**src/rtl/bp_ctrl_pkg.sv**
```systemverilog
// Shared types for the branch-predictor table controller: FSM states and the
// update FIFO entry.
package bp_ctrl_pkg;

    // Entry fields are sized to the widest supported configuration; users
    // zero-extend into the entry and slice back out.
    localparam int unsigned BP_MAX_IDX_W = 16;
    localparam int unsigned BP_MAX_UPD_W = 128;

    typedef enum logic {
        SWEEP,
        RUN
    } bp_sched_state_e;

    typedef struct packed {
        logic [BP_MAX_IDX_W-1:0] index;
        logic [BP_MAX_UPD_W-1:0] data;
    } bp_upd_entry_t;

endpackage

```
**src/rtl/fifo_v3.sv**
```systemverilog
// Synchronous FIFO, port-compatible with common-cells fifo_v3 (non-fall-through).
// Flush empties the FIFO and suppresses any push/pop in the same cycle.
module fifo_v3 #(
    parameter int unsigned DATA_WIDTH = 32,
    parameter int unsigned DEPTH      = 4,
    parameter type         dtype      = logic [DATA_WIDTH-1:0],
    localparam int unsigned ADDR_DEPTH = (DEPTH > 1) ? $clog2(DEPTH) : 1
) (
    input  logic                  clk_i,
    input  logic                  rst_ni,
    input  logic                  flush_i,
    input  logic                  testmode_i,
    output logic                  full_o,
    output logic                  empty_o,
    output logic [ADDR_DEPTH-1:0] usage_o,
    input  dtype                  data_i,
    input  logic                  push_i,
    output dtype                  data_o,
    input  logic                  pop_i
);

    dtype                  mem_q [DEPTH];
    logic [ADDR_DEPTH-1:0] rd_ptr_q, rd_ptr_d;
    logic [ADDR_DEPTH-1:0] wr_ptr_q, wr_ptr_d;
    logic [ADDR_DEPTH:0]   cnt_q, cnt_d;
    logic                  do_push;
    logic                  do_pop;
    logic                  unused_testmode;

    assign unused_testmode = testmode_i;

    assign full_o  = (cnt_q == (ADDR_DEPTH + 1)'(DEPTH));
    assign empty_o = (cnt_q == '0);
    assign usage_o = cnt_q[ADDR_DEPTH-1:0];
    assign data_o  = mem_q[rd_ptr_q];

    assign do_push = push_i && !full_o && !flush_i;
    assign do_pop  = pop_i && !empty_o && !flush_i;

    always_comb begin
        rd_ptr_d = rd_ptr_q;
        wr_ptr_d = wr_ptr_q;
        cnt_d    = cnt_q;
        if (flush_i) begin
            rd_ptr_d = '0;
            wr_ptr_d = '0;
            cnt_d    = '0;
        end else begin
            if (do_push) wr_ptr_d = wr_ptr_q + 1'b1;
            if (do_pop)  rd_ptr_d = rd_ptr_q + 1'b1;
            if (do_push && !do_pop) begin
                cnt_d = cnt_q + 1'b1;
            end else if (!do_push && do_pop) begin
                cnt_d = cnt_q - 1'b1;
            end
        end
    end

    always_ff @(posedge clk_i or negedge rst_ni) begin
        if (!rst_ni) begin
            rd_ptr_q <= '0;
            wr_ptr_q <= '0;
            cnt_q    <= '0;
        end else begin
            rd_ptr_q <= rd_ptr_d;
            wr_ptr_q <= wr_ptr_d;
            cnt_q    <= cnt_d;
        end
    end

    always_ff @(posedge clk_i) begin
        if (do_push) mem_q[wr_ptr_q] <= data_i;
    end

endmodule

```
**src/rtl/bp_update_sched.sv**
```systemverilog
// Branch-predictor table write scheduler: clear sweep after reset/flush, then
// drains resolved-branch updates from a FIFO onto the single table write port.
module bp_update_sched
    import bp_ctrl_pkg::*;
#(
    parameter int unsigned NR_ENTRIES = 256,
    parameter int unsigned FIFO_DEPTH = 4,
    parameter int unsigned UPD_W      = 64,
    localparam int unsigned IDX_W     = $clog2(NR_ENTRIES)
) (
    input  logic             clk_i,
    input  logic             rst_ni,
    input  logic             flush_bp_i,
    input  logic             debug_mode_i,
    input  logic             upd_valid_i,
    output logic             upd_ready_o,
    input  logic [UPD_W-1:0] upd_data_i,
    input  logic [IDX_W-1:0] upd_index_i,
    output logic             tbl_we_o,
    input  logic             tbl_ready_i,
    output logic             tbl_clr_o,
    output logic [IDX_W-1:0] tbl_index_o,
    output logic [UPD_W-1:0] tbl_data_o,
    output logic             pred_block_o,
    output logic             busy_o
);

    localparam logic [IDX_W-1:0] LAST_IDX = IDX_W'(NR_ENTRIES - 1);

    if (IDX_W > BP_MAX_IDX_W || UPD_W > BP_MAX_UPD_W) begin : g_width_check
        $error("bp_update_sched: IDX_W/UPD_W exceed bp_upd_entry_t field widths");
    end

    bp_sched_state_e  state_q, state_d;
    logic [IDX_W-1:0] cnt_q, cnt_d;
    logic             we_q, we_d;
    logic             clr_q, clr_d;
    logic [IDX_W-1:0] idx_q, idx_d;
    logic [UPD_W-1:0] data_q, data_d;
    logic             pblk_q, pblk_d;

    logic             load_en;
    logic             fifo_full;
    logic             fifo_empty;
    logic             push;
    logic             pop;
    bp_upd_entry_t    fifo_in;
    bp_upd_entry_t    fifo_out;

    logic [$clog2(FIFO_DEPTH)-1:0] unused_usage;
    logic                          unused_hi;

    assign load_en     = !we_q || tbl_ready_i;
    assign upd_ready_o = (state_q == RUN) && !fifo_full && !flush_bp_i;
    // Debug-mode updates still handshake but never reach the FIFO.
    assign push        = upd_valid_i && upd_ready_o && !debug_mode_i;

    assign fifo_in.index = BP_MAX_IDX_W'(upd_index_i);
    assign fifo_in.data  = BP_MAX_UPD_W'(upd_data_i);
    assign unused_hi     = ^{fifo_out.index >> IDX_W, fifo_out.data >> UPD_W};

    fifo_v3 #(
        .DEPTH (FIFO_DEPTH),
        .dtype (bp_upd_entry_t)
    ) i_upd_fifo (
        .clk_i      (clk_i),
        .rst_ni     (rst_ni),
        .flush_i    (flush_bp_i),
        .testmode_i (1'b0),
        .full_o     (fifo_full),
        .empty_o    (fifo_empty),
        .usage_o    (unused_usage),
        .data_i     (fifo_in),
        .push_i     (push),
        .data_o     (fifo_out),
        .pop_i      (pop)
    );

    always_comb begin
        state_d = state_q;
        cnt_d   = cnt_q;
        we_d    = we_q;
        clr_d   = clr_q;
        idx_d   = idx_q;
        data_d  = data_q;
        pblk_d  = pblk_q;
        pop     = 1'b0;

        if (we_q && tbl_ready_i && clr_q && (idx_q == LAST_IDX)) begin
            pblk_d = 1'b0;
        end

        if (flush_bp_i) begin
            state_d = SWEEP;
            cnt_d   = '0;
            we_d    = 1'b0;
            clr_d   = 1'b0;
            idx_d   = '0;
            data_d  = '0;
            pblk_d  = 1'b1;
        end else begin
            unique case (state_q)
                SWEEP: begin
                    if (load_en) begin
                        we_d   = 1'b1;
                        clr_d  = 1'b1;
                        idx_d  = cnt_q;
                        data_d = '0;
                        if (cnt_q == LAST_IDX) begin
                            state_d = RUN;
                        end else begin
                            cnt_d = cnt_q + 1'b1;
                        end
                    end
                end
                RUN: begin
                    if (load_en) begin
                        if (!fifo_empty) begin
                            pop    = 1'b1;
                            we_d   = 1'b1;
                            clr_d  = 1'b0;
                            idx_d  = fifo_out.index[IDX_W-1:0];
                            data_d = fifo_out.data[UPD_W-1:0];
                        end else begin
                            we_d = 1'b0;
                        end
                    end
                end
                default: state_d = SWEEP;
            endcase
        end
    end

    always_ff @(posedge clk_i or negedge rst_ni) begin
        if (!rst_ni) begin
            state_q <= SWEEP;
            cnt_q   <= '0;
            we_q    <= 1'b0;
            clr_q   <= 1'b0;
            idx_q   <= '0;
            data_q  <= '0;
            pblk_q  <= 1'b1;
        end else begin
            state_q <= state_d;
            cnt_q   <= cnt_d;
            we_q    <= we_d;
            clr_q   <= clr_d;
            idx_q   <= idx_d;
            data_q  <= data_d;
            pblk_q  <= pblk_d;
        end
    end

    assign tbl_we_o     = we_q;
    assign tbl_clr_o    = clr_q;
    assign tbl_index_o  = idx_q;
    assign tbl_data_o   = data_q;
    assign pred_block_o = pblk_q;
    assign busy_o       = (state_q == SWEEP) || !fifo_empty || we_q;

endmodule

```
**config.mk**
```make
export PLATFORM = sky130hd
export DESIGN_NAME = bp_update_sched
export DESIGN_NICKNAME = d
export VERILOG_FILES = /design/src/rtl/bp_ctrl_pkg.sv /design/src/rtl/fifo_v3.sv /design/src/rtl/bp_update_sched.sv
export SDC_FILE = /design/constraint.sdc
export NUM_CORES = 1
export LEC_CHECK = 0
export ABC_AREA = 1
export CAP_MARGIN = 10
export CELL_PAD_IN_SITES_DETAIL_PLACEMENT = 0
export CELL_PAD_IN_SITES_GLOBAL_PLACEMENT = 1
export CORE_MARGIN = 2
export CORE_UTILIZATION = 35
export CTS_BUF_LIST = sky130_fd_sc_hd__clkbuf_8
export DETAILED_ROUTE_END_ITERATION = 7
export PLACE_DENSITY = 0.62
export SLEW_MARGIN = 10
export SYNTH_ARGS = -nofsm -noshare
export SYNTH_HDL_FRONTEND = slang
export SYNTH_SLANG_ARGS = --single-unit
```
**constraint.sdc**
```tcl
create_clock -name clk_i -period 6.25 [get_ports clk_i]
set_input_delay 1.25 -clock clk_i [delete_from_list [all_inputs] [get_ports clk_i]]
set_output_delay 1.25 -clock clk_i [all_outputs]
set_load 0.01 [all_outputs]
```
==> qor.txt, run 1 <==
Share of post-route cells with drive strength above 1 = 7.75%
Reg2Reg Launch Point = i_upd_fifo.rd_ptr_q[0]
Grt total ovfl = 0
DRC Markers = 0
GR met1 Demand/Resource = 21.1%
Die span in x = 210 um
Final Hold Viols = 0
Cell Chain, Critical Path = clkdlybuf4s50_1 > nor2_4 > nand2_1 > inv_1 > clkdlybuf4s50_1
DRT antenna net count = 0
Post-DP HPWL = 18700 um
Cell Area, Placed = 0.0168 sq mm
Area occupied by registers = 0.0109 sq mm
RSZ-0062 raised after global routing = false
WHS Path Cells = 2
Area delta synth->final = 22.4%
Initial antenna violation count = 6
Die height = 210 um
Cell row count = 75
Post-CTS setup buffer count = 0
Fin cells = 2026
Final Max Slew Viols = 0
Global Route met2 Usage = 25.0%
Critical Path RT = 5.00 ns
Slew of the pin with the lowest slew margin = 0.947 ns
Syn Inst Count = 1256
Max_cap viols = 0
H-tree depth = 3
Static leakage = 6.92 nW
Crit path kind = in -> out
Via count = 9367
Worst Hold Launch = pred_block_o
Busiest grt layer = met2
Largest stage delay on the critical path = 0.67 ns
Vias in the first global route = 9493
CP max stage cell = clkdlybuf4s50_1
Largest net degree at the start of global routing = 97
Clk buf depth = 3
WL per Instance = 16.8 um
R2r setup slk = 3.40 ns
Area of the mapped netlist = 0.0148 sq mm
Fillers = 3960
Io pins = 155
Global-route wire length before repair = 53300 um
Final WL = 34100 um
Hold/Removal Path Class = reg -> reg
Crit path buf inv count = 3
Post-layout min period = 4.32 ns
Max-slew headroom = 36.9%
CTS buffer count = 69
DR iter-0 viols = 417
Post-synthesis register bit count = 379
CTS root buffer = clkbuf_8
Initial Util = 35.4%
Finished Core Util = 43.3%
CP delay by family, top = buffers and inverters
Core Area = 0.0419 sq mm
CTS tree = yes
Post-CTS Hold Buffers = 0
VDD IR max = 143 uV
Arrival time of the worst setup path = 3.07 ns
Worst Clk Skew = 0.0229 ns
Final RePlAce weighted congestion = 0.712
Gr usage total = 15.8%
Status = complete, no violations
Crit share post-route = 69.1%
Worst R2R Path Depth = 6
Die area = 0.0439 sq mm
Multi-input gate area = 0.00339 sq mm
IO Port Bufs = 154
CP Capture Type = output pin
Via-to-Cell Ratio = 4.62
P per Cell Area = 279 mW/mm^2
CP dominant cell by count = clkdlybuf4s50_1
Final Setup Violations = 0
Final WS setup = 1.93 ns
Clock slew at reported path FFs = 0.05 ns
PostCTS Resize Cnt = 0
Clk Latency, worst-skew pair = 0.60 ns
Fmax = 0.232 GHz
Mapped Avg Cell Area = 11.8 sq um
Setup TNS = 0 ns
Crit Path Max Fanout = 13
Pre-antenna DRT Iters = 4
GR Util met3 = 3.67%
Library cells used by synthesis = 29
Sequential fraction of the synthesis area = 73.8%
Net Count, Synth = 1340
WHS Endpoint = pred_block_o
Reg2reg end = tbl_index_o[6]
Final instance area = 0.0181 sq mm
Clk sinks = 379
Synth Warn # = 0
Dpl ws = 1.90 ns
Nets = 1510
Cells after DPL = 1894
Setup crit start kind = primary input
[report_power, final]
part	internal, W	switching (W)
Combinational	0.0000706	0.0000844
Sequential	0.00273	0.0000140
Clock	0.00116	0.00100
Total	0.00395	0.00110
[through the flow]
step                total power [W]  hold WS [ns]
CTS                         0.00515         0.480
finish                      0.00505         0.475
detailed placement          0.00295         0.466
global route                0.00527         0.500
floorplan                   0.00284         0.473
global placement            0.00294         0.462
[cell usage in the layout (no fill, tap or decap), types with 2 or more instances in the layout]
cell / count
a21oi_1: 9
buf_12: 4
buf_4: 8
clkbuf_8: 79
clkdlybuf4s50_1: 153
clkinv_1: 12
clkinv_2: 4
clkinvlp_4: 3
dfrtp_1: 89
diode_2: 4
edfxtp_1: 288
ha_1: 5
inv_1: 61
inv_4: 2
nand2_1: 246
nand3_1: 10
nand3_2: 2
nand4_1: 5
nor2_1: 254
nor2_4: 6
o21ai_0: 185
o21ai_1: 43
xnor2_1: 2
xor2_1: 2
[kinds of logic (layout without fill, tap and decap cells)]
| logic type | after synthesis | count (layout) | synth area share (%) |
|---|---|---|---|
| and+or+nand+nor | 525 | 525 | 13.7 |
| DFF | 379 | 379 | 73.8 |
| AOI/OAI and AO/OA | 240 | 240 | 8.18 |
| buffers and inverters | 102 | 329 | 3.48 |
| adders and majority gates | 6 | 6 | 0.558 |
| xor gates and xnor gates | 4 | 4 | 0.237 |
| other | 0 | 4 | 0 |
[cell usage after synthesis]
cell / n / area, sq um
xnor2_1: 2 / 17.5
inv_1: 33 / 124
buf_1: 3 / 11.3
a21oi_1: 9 / 45.0
buf_4: 21 / 158
a211oi_1: 1 / 7.51
buf_2: 26 / 130
clkbuf_1: 9 / 33.8
nand3_1: 10 / 50.1
clkbuf_2: 5 / 25.0
inv_2: 3 / 11.3
nand4_1: 5 / 31.3
nand3_2: 2 / 20.0
dfstp_2: 1 / 26.3
buf_6: 2 / 22.5
edfxtp_1: 288 / 8650
o21ai_2: 1 / 8.76
xor2_1: 2 / 17.5
dfrtp_1: 90 / 2250
o21ai_0: 185 / 926
o21ai_1: 43 / 215
o31ai_1: 1 / 7.51
nor2_4: 2 / 22.5
ha_1: 5 / 62.6
nor2_2: 1 / 6.26
nor3_1: 1 / 5.00
nand2_1: 246 / 923
fa_1: 1 / 20.0
nor2_1: 258 / 968
[worst max-delay path by stage]
stage,startpoint,end,slack (ns),cells after the start
2_1_floorplan,upd_valid_i,i_upd_fifo.mem_q[0][0],1.14,4
3_3_place_gp,flush_bp_i,upd_ready_o,1.90,5
3_5_place_dp,flush_bp_i,upd_ready_o,1.90,5
4_1_cts,flush_bp_i,upd_ready_o,1.90,5
5_1_grt,flush_bp_i,upd_ready_o,1.77,5
6_report,flush_bp_i,upd_ready_o,1.93,5
[routing by layer]
layer	part of all wire (%)	vias up	wire length [um]
met5	0.079	-	27
met4	2.3	4	780
met3	5.0	67	1710
met2	47	198	15900
met1	46	4456	15600
li1	-	4642	-
[cell type report]
type / instances / area share (%)
Antenna cell: 4 / 0.0553
Clock buffer: 79 / 6.00
Clock inverter: 49 / 1.16
Inverter: 36 / 0.774
Multi-Input combinational cell: 775 / 18.7
Sequential cell: 379 / 60.3
Tap cell: 539 / 3.72
Timing Repair Buffer: 165 / 9.23
[worst min-delay path, delay by kind of cell, from the launching register on]
kind | cells | cell delay (ns)
flip-flops | 1 | 0.37
AO/OA/AOI/OAI | 1 | 0.06
AND/OR/NAND/NOR | 1 | 0.05
[state kept, by name (all words and copies together) (netlist names)]
| signal | flops |
|---|---|
| i_upd_fifo.mem_q | 288 |
| tbl_data_o | 64 |
| cnt_q | 8 |
| tbl_index_o | 8 |
| i_upd_fifo.cnt_q | 3 |
| i_upd_fifo.rd_ptr_q | 2 |
| i_upd_fifo.wr_ptr_q | 2 |
| pred_block_o | 1 |
| state_q | 1 |
| tbl_clr_o | 1 |
| tbl_we_o | 1 |
Power figures use the tool's default switching activity.
==> run 2, diff against run 1 <==
--- a/config.mk
+++ b/config.mk
@@ -13,7 +13,7 @@
 export CORE_UTILIZATION = 35
 export CTS_BUF_LIST = sky130_fd_sc_hd__clkbuf_8
 export DETAILED_ROUTE_END_ITERATION = 7
-export PLACE_DENSITY = 0.62
+export PLACE_DENSITY = 0.64
 export SLEW_MARGIN = 10
 export SYNTH_ARGS = -nofsm -noshare
 export SYNTH_HDL_FRONTEND = slang
==> constraint.sdc (replaced) <==
create_clock -name clk_i -period 3.5 [get_ports clk_i]
set_input_delay 0.7 -clock clk_i [delete_from_list [all_inputs] [get_ports clk_i]]
set_output_delay 0.7 -clock clk_i [all_outputs]
set_load 0.01 [all_outputs]
==> run 2 against run 1 <==
  * Setup slack worse by 1.2 ns
  * Count of clock-buffer cells in the layout down 2
  * Sequential share of layout area down 0.57 points
  * Critical path type unchanged
  * Hold slack worse by 0.25 ns
  * Global-route usage up 0.11 points
==> qor.txt, run 2 (synthesis gave the netlist of run 1 again) <==
Most frequent cells in the layout = edfxtp_1 (288), nor2_1 (254), nand2_1 (246)
Crit path kind = in -> out
Clock slew at reported path FFs = 0.06 ns
Die area = 0.0439 sq mm
Post-CTS Hold Buffers = 0
Commonest non-fill, non-tap cell in the layout = edfxtp_1
Cell row count = 75
CP max stage cell = clkdlybuf4s50_1
Nets = 1524
WL per Instance = 17.1 um
GR met1 Demand/Resource = 21.8%
Final WL = 34800 um
Core Area = 0.0419 sq mm
Global Route met2 Usage = 25.7%
CTS root buffer = clkbuf_8
Post-DP HPWL = 20600 um
Final RePlAce weighted congestion = 0.736
Area delta synth->final = 23.6%
Die height = 210 um
Die span in x = 210 um
Post-layout min period = 2.72 ns
Crit Path Max Fanout = 5
Pre-antenna DRT Iters = 4
Via-to-Cell Ratio = 4.70
Largest net degree at the start of global routing = 61
DRC Markers = 0
CP Capture Type = output pin
Vias in the first global route = 9403
Tot Pwr = 0.00905 W
Post-CTS setup buffer count = 0
P per Cell Area = 495 mW/mm^2
Largest stage delay on the critical path = 0.52 ns
Global-route wire length before repair = 54100 um
Busiest grt layer = met2
PostCTS Resize Cnt = 0
CP delay by family, top = buffers and inverters
Via count = 9563
Final Hold Viols = 0
GR Util met3 = 3.50%
Final Setup Violations = 0
Io pins = 155
Share of post-route cells with drive strength above 1 = 8.77%
Final Max Slew Viols = 0
Initial Util = 35.4%
CTS tree = yes
Clk Latency, worst-skew pair = 0.58 ns
Static leakage = 7.00 nW
VDD IR max = 283 uV
CP dominant cell by count = clkdlybuf4s50_1
IO Port Bufs = 154
CTS buffer count = 67
Multi-input gate area = 0.00339 sq mm
Area occupied by registers = 0.0109 sq mm
Critical Path RT = 2.80 ns
Crit share post-route = 77.6%
Hold/Removal Path Class = in -> async
Arrival time of the worst setup path = 2.02 ns
Crit path buf inv count = 3
Setup crit start kind = primary input
Slew of the pin with the lowest slew margin = 0.867 ns
DRT antenna net count = 0
Max_cap viols = 0
Fillers = 3909
Initial antenna violation count = 1
Gr usage total = 15.9%
Most flop-heavy register = i_upd_fifo.mem_q
Reg2Reg Launch Point = i_upd_fifo.rd_ptr_q[0]
Worst Clk Skew = 0.0203 ns
Clk buf depth = 3
Fin cells = 2033
Cells after DPL = 1910
Cell Chain, Critical Path = clkdlybuf4s50_1 > nor2_4 > nand2_1 > inv_1 > clkdlybuf4s50_1
Max-slew headroom = 42.2%
Grt total ovfl = 0
RSZ-0062 raised after global routing = false
R2r setup slk = 1.40 ns
Fmax = 0.368 GHz
Status = complete, no violations
Reg2reg end = tbl_data_o[20]
Clk sinks = 379
Max reg flops = 288
Worst R2R Path Depth = 7
DR iter-0 viols = 629
H-tree depth = 3
## run 2: metal layers
layer  share of wire (%)  up-vias  wire [um]
li1                    -     4661          -
met1                  47     4637      16200
met2                  47      211      16500
met3                 4.7       54       1620
met4                 1.6        0        561
met5                   0        -          0
## run 2: worst max-delay path by stage
| stage | start | endpoint | slack (ns) | cells past startpoint |
|---|---|---|---|---|
| after floorplan | upd_valid_i | i_upd_fifo.mem_q[0][0] | -1.06 | 4 |
| after global placement | flush_bp_i | upd_ready_o | 0.77 | 5 |
| after detailed placement | flush_bp_i | upd_ready_o | 0.78 | 5 |
| after CTS | flush_bp_i | upd_ready_o | 0.77 | 5 |
| after global routing | i_upd_fifo.cnt_q[0] | busy_o | 0.71 | 5 |
| final | flush_bp_i | upd_ready_o | 0.78 | 5 |
## run 2: per-stage QoR
step	instance area, sq um	setup TNS, ns	utilization, %	hold slack [ns]	worst slack (ns)
after CTS	18300	0	43.7	0.230	0.773
after floorplan	14800	-304.36	-	0.404	-1.06
final	18300	0	43.7	0.222	0.783
after global routing	18300	0	43.7	0.265	0.707
after detailed placement	17000	0	40.6	0.464	0.784
after global placement	17000	0	40.6	0.460	0.770
## run 2: layout make-up
type                            count  area share, %
Antenna cell                        1         0.0137
Clock buffer                       77           5.79
Clock inverter                     45           1.22
Inverter                           36          0.766
Multi-Input combinational cell    775           18.5
Sequential cell                   379           59.8
Tap cell                          539           3.69
Timing Repair Buffer              181           10.2
## run 2: where the power goes
part	total, W	switching (W)	internal (W)
combinational	0.000288	0.000157	0.000131
sequential	0.00489	0.0000258	0.00487
clock	0.00387	0.00178	0.00209
total	0.00905	0.00196	0.00709
